File: config.mk
export PLATFORM = sky130hd
export DESIGN_NAME = mux4_word_sequencer
export DESIGN_NICKNAME = d
export VERILOG_FILES = /design/src/rtl/mux4_word_sequencer.sv
export SDC_FILE = /design/constraint.sdc
export NUM_CORES = 1
export LEC_CHECK = 0
export CAP_MARGIN = 25
export CELL_PAD_IN_SITES_DETAIL_PLACEMENT = 1
export CELL_PAD_IN_SITES_GLOBAL_PLACEMENT = 1
export CORE_ASPECT_RATIO = 0.75
export CORE_MARGIN = 2
export CORE_UTILIZATION = 41
export DETAILED_ROUTE_END_ITERATION = 8
export HOLD_SLACK_MARGIN = 0.05
export PLACE_DENSITY = 0.81
export SYNTH_ARGS = -nofsm -noshare
export SYNTH_HDL_FRONTEND = slang
export SYNTH_SLANG_ARGS = --single-unit
File: constraint.sdc
create_clock -name clk -period 2.9 [get_ports clk]
set_input_delay 0.29 -clock clk [delete_from_list [all_inputs] [get_ports clk]]
set_output_delay 0.29 -clock clk [all_outputs]
set_load 0.01 [all_outputs]
File: src/rtl/mux4_word_sequencer.sv
// Purpose: serialises a 4-bit word through a downstream 4:1 mux by holding the word on w and stepping the select s across all four channels.
// Latency: 4*DWELL cycles from the accept edge to the edge after done; each channel is held for exactly DWELL cycles.
// Backpressure: in_ready is high in IDLE and on the final cycle of a word, which allows back-to-back words; abort forces in_ready low.
module mux4_word_sequencer #(
    parameter int unsigned DWELL     = 1,
    parameter bit          MSB_FIRST = 1'b0
) (
    input  logic       clk,
    input  logic       rst_n,
    input  logic       in_valid,
    input  logic [3:0] in_data,
    output logic       in_ready,
    input  logic       abort,
    output logic [1:0] s,
    output logic [3:0] w,
    output logic       busy,
    output logic       bit_strobe,
    output logic       done
);

    typedef enum logic {
        IDLE,
        SEND
    } state_t;

    localparam logic [7:0] DCNT_LAST = 8'(DWELL - 1);
    localparam logic [1:0] S_FIRST   = MSB_FIRST ? 2'd3 : 2'd0;
    localparam logic [1:0] S_LAST    = MSB_FIRST ? 2'd0 : 2'd3;

    state_t     state_q;
    logic [7:0] dcnt_q;
    logic [1:0] s_q;
    logic [3:0] w_q;
    logic       busy_q;
    logic       strobe_q;

    logic       last_cycle;
    logic       accept;
    logic [1:0] s_step_d;

    // Decode the final cycle of a word, the handshake and the next channel.
    always_comb begin
        last_cycle = (state_q == SEND) && (dcnt_q == DCNT_LAST) && (s_q == S_LAST);
        in_ready   = !abort && ((state_q == IDLE) || last_cycle);
        done       = last_cycle && !abort;
        accept     = in_valid && in_ready;
        s_step_d   = MSB_FIRST ? (s_q - 2'd1) : (s_q + 2'd1);
    end

    // Sequencer FSM: abort beats everything, an accept restarts the word, otherwise dwell and step.
    always_ff @(posedge clk or negedge rst_n) begin
        if (!rst_n) begin
            state_q  <= IDLE;
            dcnt_q   <= 8'd0;
            s_q      <= 2'b00;
            w_q      <= 4'b0000;
            busy_q   <= 1'b0;
            strobe_q <= 1'b0;
        end else if ((state_q == SEND) && abort) begin
            state_q  <= IDLE;
            dcnt_q   <= 8'd0;
            s_q      <= 2'b00;
            busy_q   <= 1'b0;
            strobe_q <= 1'b0;
        end else if (accept) begin
            state_q  <= SEND;
            dcnt_q   <= 8'd0;
            s_q      <= S_FIRST;
            w_q      <= in_data;
            busy_q   <= 1'b1;
            strobe_q <= 1'b1;
        end else if (state_q == SEND) begin
            if (dcnt_q != DCNT_LAST) begin
                dcnt_q   <= dcnt_q + 8'd1;
                strobe_q <= 1'b0;
            end else if (s_q != S_LAST) begin
                s_q      <= s_step_d;
                dcnt_q   <= 8'd0;
                strobe_q <= 1'b1;
            end else begin
                // Word finished with nothing queued: park the select, keep the last word on w.
                state_q  <= IDLE;
                dcnt_q   <= 8'd0;
                s_q      <= 2'b00;
                busy_q   <= 1'b0;
                strobe_q <= 1'b0;
            end
        end
    end

    assign s          = s_q;
    assign w          = w_q;
    assign busy       = busy_q;
    assign bit_strobe = strobe_q;

endmodule
**After elaboration in Yosys (flattened, before gate mapping)**

Cells that the tools add are included.

- Bits in registers: 17
- Input port bits: 8
- Output and inout bits: 10
- Logic and storage cells: 51

- $add $sub $neg: 2
- Bitwise gates (word level): 2
- Reductions and logical operators: 14
- Multiplexer cells: 23
- Eq/ne operators: 4

Operators by type and width:

| kind | count |
|---|---|
| $mux W8 | 4 |
| $mux W1 | 14 |
| $mux W2 | 5 |
| $add A8 B1 Y8 const B | 1 |
| $logic_not A8 Y1 | 1 |
| $reduce_bool A8 Y1 | 1 |
| $logic_and A1 B1 Y1 | 6 |
| $ne A3 B3 Y1 const B | 2 |
| $reduce_and A2 Y1 | 2 |
| $reduce_and A3 Y1 | 1 |
| $reduce_bool A3 Y1 | 1 |
| $add A2 B1 Y2 const B | 1 |
| $eq A2 B2 Y1 const B | 1 |
| $ne A2 B2 Y1 const B | 1 |
| $not A1 Y1 | 2 |
| $logic_not A1 Y1 | 1 |
| $logic_or A1 B1 Y1 | 1 |

**Longest topological paths before layout**

Gate-level depths: netlist of run 1.

- Depth in word-level cells: 8
- Mapped depth: 6
- Mapped depth without buffers: 6

**Worst setup path before layout of run 1**

No wires, ideal clock.

- Path kind: register -> output
- Start point: register dcnt_q[5]
- End point: output port in_ready
- Cell stages (with the launch flop): 4
- Required time: 2610 ps
- Path buffers: 0
- Setup slack: 1121 ps
- Data arrival time: 1489 ps
- Cells stage by stage: dfrtp_1 > or4_4 > or2_2 > a21oi_1

- Word-level cells in the longest chain between the ends: 5

Ends and longest elaborated chain:

| what | line | RTL |
|---|---|---|
| from (decl) | 31 | `logic [7:0] dcnt_q;` |
| from (signal assigned) | 74 | `dcnt_q <= dcnt_q + 8'd1;` |
| $logic_not A8 Y1 | 43 | `last_cycle = (state_q == SEND) && (dcnt_q == DCNT_LAST) && (s_q == S_LAST);` |
| $logic_and A1 B1 Y1 (2 in series) | 43 |  |
| $logic_or A1 B1 Y1 | 44 | `in_ready = !abort && ((state_q == IDLE) \|\| last_cycle);` |
| $logic_and A1 B1 Y1 | 44 |  |
| to (decl) | 12 | `output logic in_ready,` |

Every way passes these cells.

**Worst setup path in the final report of run 1**

Same ends and word-level chain as after synthesis.

==> results of run 1 <==
layout by cell type (no fill, tap or decap), types with 2 or more instances in the layout:
cell type and count:
sky130_fd_sc_hd__a21oi_1 4, sky130_fd_sc_hd__clkbuf_4 3, sky130_fd_sc_hd__clkdlybuf4s50_1 17, sky130_fd_sc_hd__dfrtp_1 17, sky130_fd_sc_hd__ha_1 3, sky130_fd_sc_hd__inv_1 6
sky130_fd_sc_hd__mux2_2 4, sky130_fd_sc_hd__nand2_1 4, sky130_fd_sc_hd__nand2b_1 2, sky130_fd_sc_hd__nand3_1 3, sky130_fd_sc_hd__nor2_1 9, sky130_fd_sc_hd__o2111ai_1 2
sky130_fd_sc_hd__o211ai_1 3, sky130_fd_sc_hd__o21ai_0 4, sky130_fd_sc_hd__o22ai_1 2, sky130_fd_sc_hd__o31ai_1 2, sky130_fd_sc_hd__o32ai_1 2, sky130_fd_sc_hd__xor2_1 4
logic make-up after synthesis:
group,share of synthesized area [%]
xor+xnor,3.932
flops,47.75
simple gates,18.54
compound gates,16.99
fa+ha+maj,4.214
buf+inv,3.510
mux,5.056
worst max path at each step:
| stage | cells after the start | endpoint | start | slack (ns) |
|---|---|---|---|---|
| 2_1_floorplan | 3 | in_ready | dcnt_q[5]$_DFFE_PN0P_ | 1.12 |
| 3_3_place_gp | 4 | in_ready | dcnt_q[5]$_DFFE_PN0P_ | 0.64 |
| 3_5_place_dp | 4 | in_ready | dcnt_q[5]$_DFFE_PN0P_ | 0.57 |
| 4_1_cts | 4 | in_ready | dcnt_q[5]$_DFFE_PN0P_ | 0.24 |
| 5_1_grt | 4 | in_ready | dcnt_q[5]$_DFFE_PN0P_ | 0.18 |
| 6_report | 4 | in_ready | dcnt_q[5]$_DFFE_PN0P_ | 0.25 |
through the flow:
stage / utilization [%] / instance area [µm²]
finish: 54.93 / 1116
floorplan: - / 890.9
global placement: 53.63 / 1090
CTS: 54.93 / 1116
detailed placement: 53.63 / 1090
global route: 54.93 / 1116
power groups by stage:
stage                     registers [W]  logic [W]  clock network [W]
after global routing           0.000275   0.000124           0.000141
after floorplan                0.000281  0.0000405                  0
after CTS                      0.000273   0.000114           0.000132
after global placement         0.000275   0.000111                  0
final                          0.000272   0.000113           0.000127
after detailed placement       0.000278   0.000114                  0
sequential cells by signal, summed over array words and instances (netlist names):
signal / count
w: 4
dcnt_q: 8
s: 2
state_q: 1
bit_strobe: 1
busy: 1
critical path: cells and delay by family, from the launching register on:
| family | cells | cell delay (ns) |
|---|---|---|
| AO/OA/AOI/OAI | 1 | 0.18 |
| buffers and inverters | 1 | 0.56 |
| AND/OR/NAND/NOR | 2 | 0.93 |
| flip-flops | 1 | 0.41 |
per-layer routing:
metal | GRT usage, % | share of wire (%)
met4 | 5.581 | 2.6
met3 | 6.433 | 4.7
met1 | 25.28 | 46
met5 | 0 | 0
met2 | 34.77 | 46
layout make-up:
class                           instances  area [µm²]  share of cell area [%]
Inverter                                6       22.52                   2.018
Sequential cell                        17       425.4                   38.12
Tap cell                               24       30.03                   2.691
Multi-Input combinational cell         61       434.2                   38.90
Clock buffer                            4       26.28                   2.354
Timing Repair Buffer                   18       177.7                   15.92
cells in the mapped netlist (2+ instances only):
library cell and count:
sky130_fd_sc_hd__dfrtp_1 17, sky130_fd_sc_hd__nor2_1 9, sky130_fd_sc_hd__inv_1 6, sky130_fd_sc_hd__a21oi_1 4, sky130_fd_sc_hd__mux2_2 4, sky130_fd_sc_hd__nand2_1 4
sky130_fd_sc_hd__o21ai_0 4, sky130_fd_sc_hd__xor2_1 4, sky130_fd_sc_hd__ha_1 3, sky130_fd_sc_hd__nand3_1 3, sky130_fd_sc_hd__o211ai_1 3, sky130_fd_sc_hd__nand2b_1 2
sky130_fd_sc_hd__o2111ai_1 2, sky130_fd_sc_hd__o22ai_1 2, sky130_fd_sc_hd__o31ai_1 2, sky130_fd_sc_hd__o32ai_1 2
==> impl_metrics.prom, run 1 <==
# TYPE chip_impl_metric gauge
chip_impl_metric{name="rr_worst_depth",unit=""} 4
chip_impl_metric{name="power_per_cell_area",unit="nW/µm²"} 459.1
chip_impl_metric{name="switching_power",unit="W"} 0.0001391
chip_impl_metric{name="synthDistinctLibCells",unit=""} 31
chip_impl_info{name="rr_startpoint",value="dcnt_q[5]$_DFFE_PN0P_"} 1
chip_impl_metric{name="placed_cells_incl_taps",unit=""} 126
chip_impl_metric{name="placement.io_buffers",unit=""} 17
chip_impl_info{name="ys.flop_type",value="sky130_fd_sc_hd__dfrtp_1"} 1
chip_impl_metric{name="syn2layout_area_growth",unit="%"} 25.28
chip_impl_info{name="critical_path_sink_type",value="primary output"} 1
chip_impl_metric{name="cp_slowest_stage_delay",unit="ns"} 0.59
chip_impl_metric{name="synth-async-reset-ratio",unit="%"} 100.0
chip_impl_metric{name="globalRouteOverflowTotal",unit=""} 0
chip_impl_metric{name="drtPass1Iterations",unit=""} 4
chip_impl_info{name="run_status",value="finished, final reports clean"} 1
chip_impl_metric{name="placement.setup.worst_slack",unit="ns"} 0.5668
chip_impl_metric{name="totalWireLength",unit="µm"} 2276
chip_impl_metric{name="route.detailed.wl_per_inst",unit="µm"} 17.51
chip_impl_metric{name="final_cells",unit=""} 130
chip_impl_metric{name="pwr-share-comb",unit="%"} 22.1
chip_impl_metric{name="final.hold.worst_slack",unit="ns"} 0.4449
chip_impl_metric{name="grt_first_pass_wirelength",unit="µm"} 3774
chip_impl_metric{name="start_util",unit="%"} 43.84
chip_impl_metric{name="grt_antenna_before_repair",unit=""} 0
chip_impl_metric{name="normalized_max_slew_margin",unit="%"} 47.17
chip_impl_info{name="clock-root-buffer",value="sky130_fd_sc_hd__clkbuf_4"} 1
chip_impl_metric{name="chipWidth",unit="µm"} 57.83
chip_impl_metric{name="finalMaxSlewViolations",unit=""} 0
chip_impl_metric{name="peak_freq",unit="MHz"} 377.4
chip_impl_info{name="crit-reg2reg-capture",value="s[0]$_DFFE_PN0P_"} 1
chip_impl_metric{name="pin_count",unit=""} 18
chip_impl_metric{name="globalRouteTotalUtil",unit="%"} 20.39
chip_impl_metric{name="dp_hpwl",unit="µm"} 1743
chip_impl_metric{name="synthesis.area",unit="µm²"} 890.9
chip_impl_metric{name="drcViolationCount",unit=""} 0
chip_impl_metric{name="numCtsBuffers",unit=""} 3
chip_impl_metric{name="synth_top_cell_area_share",unit="%"} 47.75
chip_impl_metric{name="ys_seq_elements",unit=""} 17
chip_impl_metric{name="nets",unit=""} 118
chip_impl_metric{name="finalSetupViolCount",unit=""} 0
chip_impl_metric{name="worst_clock_skew",unit="ns"} 0.01009
chip_impl_metric{name="max-clock-path-buffers",unit=""} 2
chip_impl_info{name="class_of_the_most_critical_hold_timing_path",value="primary input to asynchronous set/reset pin"} 1
chip_impl_metric{name="peakVddDrop",unit="mV"} 0.3584
chip_impl_metric{name="die_y",unit="µm"} 44.37
chip_impl_metric{name="grt_pass1_vias",unit=""} 781
chip_impl_metric{name="final.min_clock_period",unit="ns"} 2.649
chip_impl_metric{name="clkSlewWorstSetupHoldPaths",unit="ns"} 0.10
chip_impl_metric{name="die_area",unit="µm²"} 2566
chip_impl_metric{name="worst_pin_slew",unit="ns"} 0.7900
chip_impl_metric{name="vias_per_cell",unit=""} 5.869
chip_impl_metric{name="final.setup.tns",unit="ns"} 0
chip_impl_metric{name="ant_nets",unit=""} 0
chip_impl_info{name="timing.critical_path.cells",value="or4_4 -> or2_2 -> a21oi_1 -> clkdlybuf4s50_1"} 1
chip_impl_metric{name="worst-endpoint-arrival",unit="ns"} 2.36
chip_impl_metric{name="postCtsSetupBuffers",unit=""} 0
chip_impl_metric{name="cts.sink_count",unit=""} 17
chip_impl_info{name="cts_tree",value="yes"} 1
chip_impl_metric{name="pwr-share-clk",unit="%"} 24.8
chip_impl_metric{name="core-area",unit="µm²"} 2032
chip_impl_metric{name="worst_skew_pair.late_latency",unit="ns"} 0.29
chip_impl_metric{name="design_power_total",unit="W"} 0.0005124
chip_impl_info{name="setup_repair_after_global_routing_missed_its_margin",value="no"} 1
chip_impl_metric{name="row_count",unit=""} 14
chip_impl_metric{name="cell_internal_power_dissipation",unit="W"} 0.0003733
chip_impl_info{name="setup.worst_path.class",value="register to primary output"} 1
chip_impl_metric{name="critPathMaxFanout",unit=""} 5
chip_impl_metric{name="ff2ff_setup_slack",unit="ns"} 0.97
chip_impl_metric{name="report.final.hold_viol_count",unit=""} 0
chip_impl_metric{name="synth_enable_flop_cells",unit=""} 0
chip_impl_metric{name="max_cap_violations",unit=""} 0
chip_impl_metric{name="worstPathRequired",unit="ns"} 2.61
chip_impl_info{name="netlist_top_cells_area",value="sky130_fd_sc_hd__dfrtp_1 (48%), sky130_fd_sc_hd__mux2_2 (5.1%), sky130_fd_sc_hd__ha_1 (4.2%)"} 1
chip_impl_metric{name="filler_cells",unit=""} 238
chip_impl_metric{name="p_leak",unit="nW"} 0.4768
chip_impl_info{name="critical_path.slowest_cell",value="sky130_fd_sc_hd__or4_4"} 1
chip_impl_metric{name="grt_max_degree",unit=""} 18
chip_impl_metric{name="antenna_cells_inserted",unit=""} 0
chip_impl_metric{name="hold_buffers",unit=""} 0
chip_impl_metric{name="setup_slack",unit="ns"} 0.2506
chip_impl_metric{name="sequentialPowerShare",unit="%"} 53.2
chip_impl_metric{name="synth.net_count",unit=""} 97
chip_impl_info{name="critical_path.startpoint_type",value="register"} 1
chip_impl_metric{name="htree_num_levels",unit=""} 1
chip_impl_metric{name="power.share.switching",unit="%"} 27.14
chip_impl_metric{name="place.gp.congestion",unit=""} 0.7771
chip_impl_metric{name="syn-instance-count",unit=""} 86
chip_impl_metric{name="yosysWarningCount",unit=""} 0
chip_impl_metric{name="synth-seq-area-share",unit="%"} 47.75
chip_impl_metric{name="syn-mean-instance-area",unit="µm²"} 10.36
chip_impl_metric{name="vias",unit=""} 763
chip_impl_metric{name="post_route_cells_drive_above_1_share",unit="%"} 12.26
chip_impl_metric{name="drt_first_iter_violations",unit=""} 20
chip_impl_info{name="netlist.top_cell.by_area",value="sky130_fd_sc_hd__dfrtp_1"} 1
chip_impl_metric{name="timing.final.crit_share",unit="%"} 91.36
chip_impl_metric{name="ctsResizeCount",unit=""} 0
(Power assumes the default switching activity.)
==> run 2: changes to the inputs <==
SETUP_SLACK_MARGIN = 0.1   (was unset)
==> results of run 2 <==
No change in the layout: final DEF, timing and power equal those of run 1.
